==> config.mk <==
export PLATFORM = sky130hd
export DESIGN_NAME = mpu6050_read_sequencer_flat
export DESIGN_NICKNAME = d
export VERILOG_FILES = /design/src/rtl/mpu6050_read_sequencer_if.sv /design/src/rtl/mpu6050_read_sequencer.sv /design/src/flat_wrapper.sv
export SDC_FILE = /design/constraint.sdc
export NUM_CORES = 1
export LEC_CHECK = 0
export CORE_MARGIN = 2
export CORE_UTILIZATION = 45
export DETAILED_ROUTE_END_ITERATION = 16
export GPL_TIMING_DRIVEN = 0
export HOLD_SLACK_MARGIN = 0.02
export PLACE_DENSITY = 0.77
export RECOVER_POWER = 25
export SYNTH_ARGS = -nofsm -noshare
export SYNTH_HDL_FRONTEND = slang
export SYNTH_SLANG_ARGS = --single-unit
==> constraint.sdc <==
create_clock -name clk_12m -period 2.5 [get_ports clk_12m]
set_input_delay 0.5 -clock clk_12m [delete_from_list [all_inputs] [get_ports clk_12m]]
set_output_delay 0.5 -clock clk_12m [all_outputs]
set_load 0.03 [all_outputs]
==> src/rtl/mpu6050_read_sequencer_if.sv <==
`default_nettype none
// ============================================================================
//  Module   : mpu6050_read_sequencer_if
//  Purpose  : Command/response bundle between the MPU6050 read sequencer and
//             the byte-level I2C engine it drives.
//  Revision : 1.0  initial release
// ============================================================================
interface mpu6050_read_sequencer_if;
    logic       i2c_done;
    logic [7:0] i2c_read_data;
    logic [7:0] i2c_config;
    logic [6:0] i2c_dev_addr;
    logic [7:0] i2c_reg_addr;
    logic [7:0] i2c_reg_data;

    modport master (
        input  i2c_done,
        input  i2c_read_data,
        output i2c_config,
        output i2c_dev_addr,
        output i2c_reg_addr,
        output i2c_reg_data
    );

    modport slave (
        output i2c_done,
        output i2c_read_data,
        input  i2c_config,
        input  i2c_dev_addr,
        input  i2c_reg_addr,
        input  i2c_reg_data
    );
endinterface
`default_nettype wire

==> src/rtl/mpu6050_read_sequencer.sv <==
`default_nettype none
// ============================================================================
//  Module   : mpu6050_read_sequencer
//  Purpose  : Initialises an MPU6050 over an I2C byte engine, then reads the
//             14-byte sensor block periodically and publishes it atomically.
//  Revision : 1.0  initial release
// ============================================================================
module mpu6050_read_sequencer #(
    parameter logic [6:0]  DEV_ADDR       = 7'h68,
    parameter int unsigned PWRUP_CYCLES   = 1200000,
    parameter int unsigned GAP_CYCLES     = 240,
    parameter int unsigned TIMEOUT_CYCLES = 240000,
    parameter int unsigned SAMPLE_CYCLES  = 120000
) (
    input  wire logic                clk_12m,
    input  wire logic                rst_n,
    input  wire logic                enable,
    mpu6050_read_sequencer_if.master bus,
    output logic [15:0]              accel_x,
    output logic [15:0]              accel_y,
    output logic [15:0]              accel_z,
    output logic [15:0]              temp,
    output logic [15:0]              gyro_x,
    output logic [15:0]              gyro_y,
    output logic [15:0]              gyro_z,
    output logic                     data_valid,
    output logic                     init_done,
    output logic                     err
);

    localparam logic [7:0]  c_cfg_wait     = 8'h00;
    localparam logic [7:0]  c_cfg_write    = 8'h01;
    localparam logic [7:0]  c_cfg_read     = 8'h04;
    localparam logic [7:0]  c_read_base    = 8'h3B;
    localparam logic [3:0]  c_init_len     = 4'd5;
    localparam logic [3:0]  c_read_len     = 4'd14;
    localparam logic [31:0] c_pwrup_last   = 32'(PWRUP_CYCLES - 1);
    localparam logic [31:0] c_gap_last     = 32'(GAP_CYCLES - 1);
    localparam logic [31:0] c_timeout_last = 32'(TIMEOUT_CYCLES - 1);
    localparam logic [31:0] c_sample_last  = 32'(SAMPLE_CYCLES - 1);

    typedef enum logic [2:0] {
        ST_PWRUP     = 3'd0,
        ST_INIT_CMD  = 3'd1,
        ST_INIT_WAIT = 3'd2,
        ST_GAP       = 3'd3,
        ST_READ_CMD  = 3'd4,
        ST_READ_WAIT = 3'd5,
        ST_PUBLISH   = 3'd6,
        ST_IDLE      = 3'd7
    } state_t;

    // {register, value} pairs: wake, sample divider, DLPF, gyro FS, accel FS
    function automatic logic [15:0] init_entry(input logic [3:0] idx);
        logic [15:0] entry;
        case (idx)
            4'd0:    entry = 16'h6B00;
            4'd1:    entry = 16'h1907;
            4'd2:    entry = 16'h1A06;
            4'd3:    entry = 16'h1B18;
            4'd4:    entry = 16'h1C01;
            default: entry = 16'h6B00;
        endcase
        return entry;
    endfunction

    state_t      state_q;
    logic [31:0] wait_cnt_q;
    logic [31:0] sample_cnt_q;
    logic [3:0]  idx_q;
    logic        in_read_q;
    logic        done_meta_q;
    logic        done_sync_q;
    logic        done_prev_q;
    logic [7:0]  shadow_q [14];

    logic        done_evt;
    logic        timeout_hit;
    logic [15:0] init_next;

    assign done_evt    = done_sync_q & ~done_prev_q;
    assign timeout_hit = ((state_q == ST_INIT_WAIT) || (state_q == ST_READ_WAIT))
                         && !done_evt && (wait_cnt_q == c_timeout_last);
    assign init_next   = init_entry(idx_q);

    assign bus.i2c_dev_addr = DEV_ADDR;

    always_ff @(posedge clk_12m or negedge rst_n) begin
        if (!rst_n) begin
            state_q          <= ST_PWRUP;
            wait_cnt_q       <= 32'd0;
            sample_cnt_q     <= 32'd0;
            idx_q            <= 4'd0;
            in_read_q        <= 1'b0;
            done_meta_q      <= 1'b0;
            done_sync_q      <= 1'b0;
            done_prev_q      <= 1'b0;
            for (int i = 0; i < 14; i++) shadow_q[i] <= 8'h00;
            bus.i2c_config   <= c_cfg_wait;
            bus.i2c_reg_addr <= 8'h00;
            bus.i2c_reg_data <= 8'h00;
            accel_x          <= 16'h0000;
            accel_y          <= 16'h0000;
            accel_z          <= 16'h0000;
            temp             <= 16'h0000;
            gyro_x           <= 16'h0000;
            gyro_y           <= 16'h0000;
            gyro_z           <= 16'h0000;
            data_valid       <= 1'b0;
            init_done        <= 1'b0;
            err              <= 1'b0;
        end else begin
            done_meta_q <= bus.i2c_done;
            done_sync_q <= done_meta_q;
            done_prev_q <= done_sync_q;
            data_valid  <= 1'b0;

            // Sample period is measured from the last burst start and saturates
            if (sample_cnt_q != c_sample_last) sample_cnt_q <= sample_cnt_q + 32'd1;

            if (timeout_hit) begin
                err            <= 1'b1;
                init_done      <= 1'b0;
                in_read_q      <= 1'b0;
                idx_q          <= 4'd0;
                wait_cnt_q     <= 32'd0;
                bus.i2c_config <= c_cfg_wait;
                for (int i = 0; i < 14; i++) shadow_q[i] <= 8'h00;
                state_q        <= ST_GAP;
            end else begin
                case (state_q)
                    ST_PWRUP: begin
                        bus.i2c_config <= c_cfg_wait;
                        if (wait_cnt_q == c_pwrup_last) begin
                            wait_cnt_q       <= 32'd0;
                            idx_q            <= 4'd0;
                            in_read_q        <= 1'b0;
                            bus.i2c_config   <= c_cfg_write;
                            bus.i2c_reg_addr <= init_next[15:8];
                            bus.i2c_reg_data <= init_next[7:0];
                            state_q          <= ST_INIT_CMD;
                        end else begin
                            wait_cnt_q <= wait_cnt_q + 32'd1;
                        end
                    end
                    ST_INIT_CMD: begin
                        wait_cnt_q <= 32'd0;
                        state_q    <= ST_INIT_WAIT;
                    end
                    ST_INIT_WAIT: begin
                        if (done_evt) begin
                            idx_q          <= idx_q + 4'd1;
                            wait_cnt_q     <= 32'd0;
                            bus.i2c_config <= c_cfg_wait;
                            state_q        <= ST_GAP;
                        end else begin
                            wait_cnt_q <= wait_cnt_q + 32'd1;
                        end
                    end
                    ST_GAP: begin
                        if (wait_cnt_q == c_gap_last) begin
                            wait_cnt_q <= 32'd0;
                            if (in_read_q) begin
                                if (idx_q == c_read_len) begin
                                    state_q <= ST_PUBLISH;
                                end else begin
                                    bus.i2c_config   <= c_cfg_read;
                                    bus.i2c_reg_addr <= c_read_base + {4'h0, idx_q};
                                    bus.i2c_reg_data <= 8'h00;
                                    state_q          <= ST_READ_CMD;
                                end
                            end else if (idx_q == c_init_len) begin
                                init_done <= 1'b1;
                                state_q   <= ST_IDLE;
                            end else begin
                                bus.i2c_config   <= c_cfg_write;
                                bus.i2c_reg_addr <= init_next[15:8];
                                bus.i2c_reg_data <= init_next[7:0];
                                state_q          <= ST_INIT_CMD;
                            end
                        end else begin
                            wait_cnt_q <= wait_cnt_q + 32'd1;
                        end
                    end
                    ST_READ_CMD: begin
                        wait_cnt_q <= 32'd0;
                        state_q    <= ST_READ_WAIT;
                    end
                    ST_READ_WAIT: begin
                        if (done_evt) begin
                            shadow_q[idx_q] <= bus.i2c_read_data;
                            idx_q           <= idx_q + 4'd1;
                            wait_cnt_q      <= 32'd0;
                            bus.i2c_config  <= c_cfg_wait;
                            state_q         <= ST_GAP;
                        end else begin
                            wait_cnt_q <= wait_cnt_q + 32'd1;
                        end
                    end
                    ST_PUBLISH: begin
                        accel_x    <= {shadow_q[0],  shadow_q[1]};
                        accel_y    <= {shadow_q[2],  shadow_q[3]};
                        accel_z    <= {shadow_q[4],  shadow_q[5]};
                        temp       <= {shadow_q[6],  shadow_q[7]};
                        gyro_x     <= {shadow_q[8],  shadow_q[9]};
                        gyro_y     <= {shadow_q[10], shadow_q[11]};
                        gyro_z     <= {shadow_q[12], shadow_q[13]};
                        data_valid <= 1'b1;
                        in_read_q  <= 1'b0;
                        idx_q      <= 4'd0;
                        state_q    <= ST_IDLE;
                    end
                    ST_IDLE: begin
                        if ((sample_cnt_q == c_sample_last) && enable) begin
                            sample_cnt_q     <= 32'd0;
                            in_read_q        <= 1'b1;
                            idx_q            <= 4'd0;
                            bus.i2c_config   <= c_cfg_read;
                            bus.i2c_reg_addr <= c_read_base;
                            bus.i2c_reg_data <= 8'h00;
                            state_q          <= ST_READ_CMD;
                        end
                    end
                    default: state_q <= ST_PWRUP;
                endcase
            end
        end
    end

endmodule
`default_nettype wire

==> src/flat_wrapper.sv <==
// flat-port wrapper written by rule: the top's interface ports become plain ports
module mpu6050_read_sequencer_flat 
#(
    parameter logic [6:0]  DEV_ADDR       = 7'h68,
    parameter int unsigned PWRUP_CYCLES   = 1200000,
    parameter int unsigned GAP_CYCLES     = 240,
    parameter int unsigned TIMEOUT_CYCLES = 240000,
    parameter int unsigned SAMPLE_CYCLES  = 120000
)
  (clk_12m, rst_n, enable, accel_x, accel_y, accel_z, temp, gyro_x, gyro_y, gyro_z, data_valid, init_done, err, bus_i2c_done, bus_i2c_read_data, bus_i2c_config, bus_i2c_dev_addr, bus_i2c_reg_addr, bus_i2c_reg_data);
  mpu6050_read_sequencer_if bus_i ();
  input  wire logic clk_12m;
  input  wire logic rst_n;
  input  wire logic enable;
  output logic [15:0] accel_x;
  output logic [15:0] accel_y;
  output logic [15:0] accel_z;
  output logic [15:0] temp;
  output logic [15:0] gyro_x;
  output logic [15:0] gyro_y;
  output logic [15:0] gyro_z;
  output logic data_valid;
  output logic init_done;
  output logic err;
  input wire logic [$bits(bus_i.i2c_done)-1:0] bus_i2c_done;
  input wire logic [$bits(bus_i.i2c_read_data)-1:0] bus_i2c_read_data;
  output wire logic [$bits(bus_i.i2c_config)-1:0] bus_i2c_config;
  output wire logic [$bits(bus_i.i2c_dev_addr)-1:0] bus_i2c_dev_addr;
  output wire logic [$bits(bus_i.i2c_reg_addr)-1:0] bus_i2c_reg_addr;
  output wire logic [$bits(bus_i.i2c_reg_data)-1:0] bus_i2c_reg_data;
  assign bus_i.i2c_done = bus_i2c_done;
  assign bus_i.i2c_read_data = bus_i2c_read_data;
  assign bus_i2c_config = bus_i.i2c_config;
  assign bus_i2c_dev_addr = bus_i.i2c_dev_addr;
  assign bus_i2c_reg_addr = bus_i.i2c_reg_addr;
  assign bus_i2c_reg_data = bus_i.i2c_reg_data;
  mpu6050_read_sequencer #(.DEV_ADDR(DEV_ADDR), .PWRUP_CYCLES(PWRUP_CYCLES), .GAP_CYCLES(GAP_CYCLES), .TIMEOUT_CYCLES(TIMEOUT_CYCLES), .SAMPLE_CYCLES(SAMPLE_CYCLES)) u_core (.clk_12m(clk_12m), .rst_n(rst_n), .enable(enable), .bus(bus_i), .accel_x(accel_x), .accel_y(accel_y), .accel_z(accel_z), .temp(temp), .gyro_x(gyro_x), .gyro_y(gyro_y), .gyro_z(gyro_z), .data_valid(data_valid), .init_done(init_done), .err(err));
endmodule
==> results.md, run 1 <==
- Crit path largest cell delay: 0.59 ns
- Die Footprint: 32,700 µm²
- Synth Instances: 1,532
- Root Driver: clkbuf_16
- Required time of the critical path: roughly 2.9 ns
- Pwr dens: between 1000 and 1500 nW/µm²
- Synth unique cells: 62
- Int Pwr: 0.0125 W
- Row count: 64
- Register share of total power: 0.351
- Starting DRT DRC Count: 1,042
- Crit Path Category: reg2reg
- Endpoint type of the worst setup path: register
- Initial antenna violation count: 0
- R2r endpoint: u_core.state_q[2]$_DFFE_PN0P_
- Final Hold Vio Count: 0
- Max Cap Viol: 0
- Largest area contributor in the netlist: dfrtp_1
- Drt pass-1 iters: 5
- CTS sink count: between 300 and 400
- Synth Flop Type: dfrtp_1
- Crit path max-delay family: simple AND/OR/NAND/NOR gates
- CP cell instances: nor4_4, nand3_2, or4b_4, o2bb2ai_4, or3_4, a31o_1
- Initial core utilization: 0.459
- Die height: 181 µm
- Leakage power: 8.23 nW
- Worst-Skew Late Latency: 0.52 ns
- FF-to-FF Start: u_core.wait_cnt_q[21]$_DFFE_PN0P_
- Commonest cells in the netlist: nand2_1, dfrtp_1, nand3_1
- Top Ports: approximately 160
- Critical Path AT: 2.86 ns
- ANT cells: 0
- Synth Warn #: 0
- Clock power frac: 0.239
- Final Setup Violations: 0
- Logic pwr share: 0.410
- Grt ovf: 0
- Critical path buffers and inverters: 0
- DR vias/cell: 5.47
- Vias in the first global route: 11.6k
- Critical-path top delay cell: or4b_4
- Avg Cell Area, Syn: 9.19 µm²
- Tightest Pin Transition: 1.15 ns
- #FFs+latches synth: about 310
- Global-route usage over all layers: 0.223
- Max-Slew Margin vs Limit: 0.234
- Final Wtd Congestion: between 0.8 and 0.9
- Clk slew on worst S/H paths: 0.06 ns
- PortBufs: 140
- Peak fanout along the critical path: 5
- Status: completed
- Count leader, synth: nand2_1
- Fmax achieved: 408 MHz
- CTS tree: done
- Inserted Clock Buffers: 35
- Nets: 1,761
- Slew Limit Fails: 0
- First-pass GRT wire length: approximately 60,000 µm
- Largest net degree at the start of global routing: 128
- HP Class: reg2reg
- Area Overhead vs Synth: 24.7%
- Post-synth top area share: 0.558
- Sequential area share after synthesis: 0.558
- Average wire per cell in the routed design: between 15 and 20 µm
- Post-route DRC: 0
- Hold EP: u_core.done_prev_q$_DFF_PN0_
- Top cells by area, synth: dfrtp_1, nand2_1, mux2i_1
- Final Critical Period: 2.45 ns
- Post-route design area: 17,600 µm²
- Fraction of registers with async set/reset: 1.00
- Final worst clock skew: ~0.024 ns
- Worst-case reg-to-reg path depth: 6
- HPWL after DPL: 25,100 µm
- Switch share: 0.401
- CTS max path bufs: 3
- Worst Setup Start Kind: register
- Std-Cell Core Area: a little over 30,000 µm²
- Total wire length: approximately 37,000 µm
- Unrepaired setup endpoints after global routing: yes
- Hold Worst Slack: 0.404 ns
- H-Tree Depth: 2
- Sw power: roughly 0.0084 W
- Die W: around 180 µm
- Layout cells sized above 1: 0.103
- Post-Synthesis Cell Area: roughly 14,000 µm²
- Hold path cells: 0
- R2r setup slk: roughly 0.046 ns
- Number of flops mapped to enable cells by yosys: 0
- Max VDD drop: approximately 0.00068 V
- Vias: 11.8k
- Post-detailed-route count of antenna-violating nets: 0
- Final worst-path cycle share: 0.982
- Min-delay src: u_core.done_sync_q$_DFF_PN0_
- Placed Area: 16,100 µm²
area by class of cell:
| class | count | area, µm² |
|---|---|---|
| Fill cell | 2627 | 13100 |
| Tap cell | 396 | 495 |
| Clock buffer | 51 | 1020 |
| Buffer | 103 | 512 |
| Timing Repair Buffer | 163 | 1590 |
| Inverter | 37 | 143 |
| Sequential cell | 314 | 7870 |
| Clock inverter | 10 | 110 |
| Multi-Input combinational cell | 1088 | 5830 |
flip-flops by register name (all words and copies together), names as in the netlist, 4 cells and up:
name	count
u_core.shadow_q	112
u_core.bus.i2c_reg_addr	7
u_core.sample_cnt_q	32
u_core.gyro_z	16
u_core.gyro_x	16
u_core.gyro_y	16
u_core.accel_z	16
u_core.accel_x	16
u_core.temp	16
u_core.wait_cnt_q	32
u_core.accel_y	16
u_core.idx_q	4
worst max-delay path by stage:
stage                                      start                           endpoint  slack [ns]  depth (start not counted)
2_1_floorplan   u_core.wait_cnt_q[0]$_DFFE_PN0P_        u_core.idx_q[0]$_DFFE_PN0P_        0.13                          7
3_3_place_gp                               rst_n       u_core.gyro_y[6]$_DFFE_PN0P_      -12.39                          1
3_5_place_dp       u_core.state_q[1]$_DFFE_PN0P_      u_core.gyro_y[10]$_DFFE_PN0P_       -0.70                          9
4_1_cts        u_core.wait_cnt_q[19]$_DFFE_PN0P_      u_core.state_q[2]$_DFFE_PN0P_      0.0005                          7
5_1_grt        u_core.wait_cnt_q[14]$_DFFE_PN0P_  u_core.wait_cnt_q[28]$_DFFE_PN0P_       -0.09                          8
6_report       u_core.wait_cnt_q[21]$_DFFE_PN0P_      u_core.state_q[2]$_DFFE_PN0P_        0.05                          6
logic make-up (layout without fill, tap and decap cells):
logic type | count (synthesis) | after routing | synth area share
compound gates | 185 | 185 | 0.0812
xor+xnor | 32 | 32 | 0.0199
fa+ha+maj | 7 | 7 | 0.00622
buf+inv | 145 | 364 | 0.0450
flops | 314 | 314 | 0.558
mux | 61 | 61 | 0.0441
other cells | 2 | 17 | 0.000533
simple gates | 786 | 786 | 0.245
placed cells by master (no fill, tap or decap), types with 17 or more instances in the layout:
| cell type | synthesis | layout |
|---|---|---|
| nand2_1 | 474 | 472 |
| dfrtp_1 | 314 | 306 |
| clkdlybuf4s50_1 | 0 | 138 |
| nand3_1 | 98 | 97 |
| nor2_1 | 90 | 88 |
| a21oi_1 | 74 | 74 |
| clkbuf_1 | 70 | 53 |
| mux2i_1 | 53 | 53 |
| buf_4 | 19 | 41 |
| inv_1 | 35 | 35 |
| clkbuf_16 | 0 | 35 |
| o21ai_0 | 32 | 31 |
| nand4_1 | 25 | 25 |
| xnor2_1 | 19 | 19 |
| clkbuf_2 | 1 | 18 |
| conb_1 | 2 | 17 |
power by group through the flow:
| stage | combinational (W) | clock (W) | sequential, W |
|---|---|---|---|
| 2_1_floorplan | 0.00338 | 0 | 0.00898 |
| 3_3_place_gp | 0.00821 | 0 | 0.00734 |
| 3_5_place_dp | 0.00836 | 0 | 0.00736 |
| 4_1_cts | 0.00856 | 0.00507 | 0.00729 |
| 5_1_grt | 0.00929 | 0.00529 | 0.00750 |
| 6_report | 0.00858 | 0.00501 | 0.00733 |
timing repair:
item	in CTS	in global routing
hold buffers	1	0
pin swaps	5	13
gates resized for setup	37	44
setup buffers	4	16
gates cloned	0	0
endpoints found under the hold margin	62	0
endpoints found under the setup margin	259	226
per-stage QoR:
stage                     utilization  power, W  std cells  setup TNS (ns)  setup slack (ns)
after global routing            0.573    0.0221       2162           -1.16           -0.0910
after CTS                       0.567    0.0209       2151               0          0.000548
after floorplan                     -    0.0124       1547               0             0.133
after detailed placement        0.525    0.0157       2085          -68.73            -0.704
final                           0.573    0.0209       2162               0            0.0461
after global placement          0.523    0.0156       2083        -3945.90            -12.39
per-layer routing:
| layer | share of wire | vias up | global-route usage |
|---|---|---|---|
| met5 | 0 | - | 0 |
| met1 | 0.43 | 5792 | 0.303 |
| met2 | 0.48 | 417 | 0.367 |
| met4 | 0.030 | 0 | 0.0794 |
| met3 | 0.057 | 80 | 0.0335 |
| li1 | - | 5534 | - |
Note: power is estimated with default switching activity, not from simulation.
==> run 2, diff against run 1 <==
--- a/config.mk
+++ b/config.mk
@@ -5,8 +5,10 @@
 export SDC_FILE = /design/constraint.sdc
 export NUM_CORES = 1
 export LEC_CHECK = 0
+export CAP_MARGIN = 0
 export CORE_MARGIN = 2
 export CORE_UTILIZATION = 45
+export CTS_CLUSTER_SIZE = 24
 export DETAILED_ROUTE_END_ITERATION = 16
 export GPL_TIMING_DRIVEN = 0
 export HOLD_SLACK_MARGIN = 0.02
==> constraint.sdc (replaced) <==
create_clock -name clk_12m -period 2.14 [get_ports clk_12m]
set_input_delay 0.428 -clock clk_12m [delete_from_list [all_inputs] [get_ports clk_12m]]
set_output_delay 0.428 -clock clk_12m [all_outputs]
set_load 0.03 [all_outputs]
==> run 2 against run 1 <==
  * Combinational power up 29%
  * Power increased by 23%
  * Non-clock buffer count grew 48
  * Critical path depth up 1
  * Register-to-register slack worse by 0.33 ns
  * Critical endpoint is now u_core.idx_q[1]$_DFFE_PN0P_
  * Largest power group unchanged
  * Sequential power is 17% higher
  * Utilization up 5.5 points
  * The run now ends with negative setup slack left
  * Cell area grew 9.7%
==> results.md, run 2 (synthesis gave the netlist of run 1 again) <==
- Slew Limit Fails: 0 (unchanged)
- Hold Worst Slack: 0.352 ns (-0.0524 ns)
- Global-route usage over all layers: 0.244 (+0.0207)
- Fin cells: 2,205 (+2.0%)
- Area Overhead vs Synth: 36.7%
- Vias in the first global route: 12.3k (+6.7%)
- Drt pass-1 iters: 5 (unchanged)
- TNS Setup: -25.82 ns (-25.82 ns)
- HPWL after DPL: 25,200 µm (+0.59%)
- Final worst-path cycle share: 1.13 (+0.152)
- DR vias/cell: 5.72 (+4.5%)
- First-pass GRT wire length: 65,400 µm (+8.9%)
- Starting DRT DRC Count: 1,149 (+10%)
- Required time of the critical path: 2.58 ns (-0.32 ns)
- Grt ovf: 0 (unchanged)
- Placed instance count: 2,085 (unchanged)
- Critical-path top delay cell: or4_4
- Peak fanout along the critical path: 3 (-2)
- Largest net degree at the start of global routing: 126 (-1.6%)
- Row count: 64 (unchanged)
- CTS sink count: 314 (unchanged)
- Average wire per cell in the routed design: 19.1 µm (+12%)
- Post-route design area: 19,300 µm² (+9.7%)
- Final Critical Period: 2.42 ns (-0.0291 ns)
- Final Wtd Congestion: 0.849 (-2.8%)
- Endpoint type of the worst setup path: register
- Final Setup Violations: 171 (+171)
- Leakage power: 8.82 nW (+7.2%)
- Max-Slew Margin vs Limit: 0.365 (+0.131)
- Max Cap Viol: 0 (unchanged)
- Sw power: 0.0104 W (+24%)
- Final worst clock skew: 0.0322 ns (+0.00837 ns)
- Failing checks: negative setup slack
- H-Tree Depth: 2 (unchanged)
- Nets: 1,808 (+2.7%)
- CTS tree: done
- Vias: 12.6k (+6.6%)
- Largest register FFs: 112 (unchanged)
- Largest regs: u_core.shadow_q (112), u_core.sample_cnt_q (32), u_core.wait_cnt_q (32)
- Int Pwr: 0.0153 W (+22%)
- R2r setup slk: -0.28 ns (-0.33 ns)
- Fmax achieved: 412 MHz (+1.2%)
- Crit path largest cell delay: 0.57 ns (-0.02 ns)
- Most flops, register: u_core.shadow_q
- Pwr dens: 1330 nW/µm² (+12%)
- Register share of total power: 0.335 (-0.016)
- Initial antenna violation count: 0 (unchanged)
- Top Ports: 158 (unchanged)
- Switch share: 0.405 (+0.00395)
- CTS max path bufs: 3 (unchanged)
- Root Driver: clkbuf_16
- Crit Path Category: reg2reg
- Status: complete, but fails checks
- Initial core utilization: 0.459 (unchanged)
- Layout cells sized above 1: 0.211 (+0.108)
- Tightest Pin Transition: 0.953 ns (-0.196 ns)
- Total wire length: 42,100 µm (+14%)
- Die W: 181 µm (unchanged)
- Die Footprint: 32,700 µm² (unchanged)
- Unrepaired setup endpoints after global routing: yes
- ANT cells: 0 (unchanged)
- Die height: 181 µm (unchanged)
- Logic pwr share: 0.431 (+0.021)
- PortBufs: 140 (unchanged)
- Most frequent cells in the layout: nand2_1, dfrtp_1, clkdlybuf4s50_1
- Utilization after layout: 0.628 (+0.0553)
- Most common cell after layout, fill and taps aside: nand2_1
- Post-route DRC: 0 (unchanged)
- Clk slew on worst S/H paths: 0.05 ns (about the same)
- Critical Path AT: 2.86 ns (about the same)
- Inserted Clock Buffers: 34 (-2.9%)
- Max VDD drop: 0.000860 V (+27%)
- Placed Area: 16,100 µm² (about the same)
- Clock power frac: 0.234 (-0.005)
- CP cell instances: nor4_4, nand4_1, or4_4, a22o_1, a21oi_4, buf_6, mux2i_1
- Final Worst Setup Slack: -0.285 ns (-0.331 ns)
- Worst Setup Start Kind: register
- HP Class: reg2reg
- Post-detailed-route count of antenna-violating nets: 0 (unchanged)
- Worst-Skew Late Latency: 0.53 ns (about the same)
- Final Hold Vio Count: 0 (unchanged)
- Std-Cell Core Area: 30,700 µm² (unchanged)
[run 2: changes by cell type in the layout (fill, tap and decap cells not counted), moves of 8 or more]
cell,previous run,this run
a21oi_2,0,61
o31ai_1,9,1
nor2_1,88,47
clkbuf_1,53,30
nor2_2,2,10
a21oi_1,74,10
buf_4,41,60
buf_6,3,15
buf_8,1,15
buf_12,0,13
nor2_4,0,33
[run 2: power groups by stage]
stage | sequential (W) | combinational [W] | clock, W
floorplan | 0.0105 | 0.00395 | 0
global placement | 0.00858 | 0.00965 | 0
detailed placement | 0.00858 | 0.00983 | 0
CTS | 0.00855 | 0.0106 | 0.00606
global route | 0.00877 | 0.0119 | 0.00629
finish | 0.00861 | 0.0111 | 0.00601
[run 2: path summary, 6_finish.rpt]
kind | startpoint | endpoint | cells after the start
worst max-delay path | u_core.wait_cnt_q[24]$_DFFE_PN0P_ | u_core.idx_q[1]$_DFFE_PN0P_ | 7
worst min-delay path | u_core.done_meta_q$_DFF_PN0_ | u_core.done_sync_q$_DFF_PN0_ | 0
worst max register to register | u_core.wait_cnt_q[24]$_DFFE_PN0P_ | u_core.idx_q[1]$_DFFE_PN0P_ | 7
worst min register to register | u_core.done_meta_q$_DFF_PN0_ | u_core.done_sync_q$_DFF_PN0_ | 0
max in group asynchronous | rst_n | u_core.state_q[0]$_DFFE_PN0P_ | 3
min in group asynchronous | rst_n | u_core.wait_cnt_q[7]$_DFFE_PN0P_ | 2
[run 2: cell type report]
class                           instances  area [µm²]
Timing Repair Buffer                  215        2270
Sequential cell                       314        7870
Clock inverter                         11         149
Fill cell                            2304       11400
Multi-Input combinational cell       1088        6610
Buffer                                 99         759
Tap cell                              396         495
Clock buffer                           45         963
Inverter                               37         145
[run 2: repair_timing]
| item | 4_1_cts | 5_1_grt |
|---|---|---|
| setup endpoints to repair | 301 | 288 |
| gates resized for setup | 191 | 207 |
| cloned | 11 | 5 |
| endpoints found under the hold margin | 65 | 0 |
| hold buffers | 1 | 0 |
| pin swaps | 25 | 45 |
| setup buffers | 43 | 16 |
[run 2: per-layer routing]
layer  wire length (µm)  vias up  track usage  share of wire
li1                   -     5622            -              -
met1              17400     6252        0.336           0.41
met3               3280      124       0.0512          0.078
met2              19800      605        0.384           0.47
met5                  0        -            0              0
met4               1580        0       0.0871          0.038
[run 2: critical path, delay by kind of cell, from the launching register on]
family | cells | cell delay, ns
simple gates | 3 | 1.16
flops | 1 | 0.42
compound gates | 2 | 0.42
mux | 1 | 0.20
buf+inv | 1 | 0.13
[run 2: per-stage QoR]
stage	setup WS (ns)	power, W
after floorplan	-0.164	0.0144
after global placement	-12.74	0.0182
after detailed placement	-0.988	0.0184
after CTS	-0.228	0.0252
after global routing	-0.393	0.0270
final	-0.285	0.0257
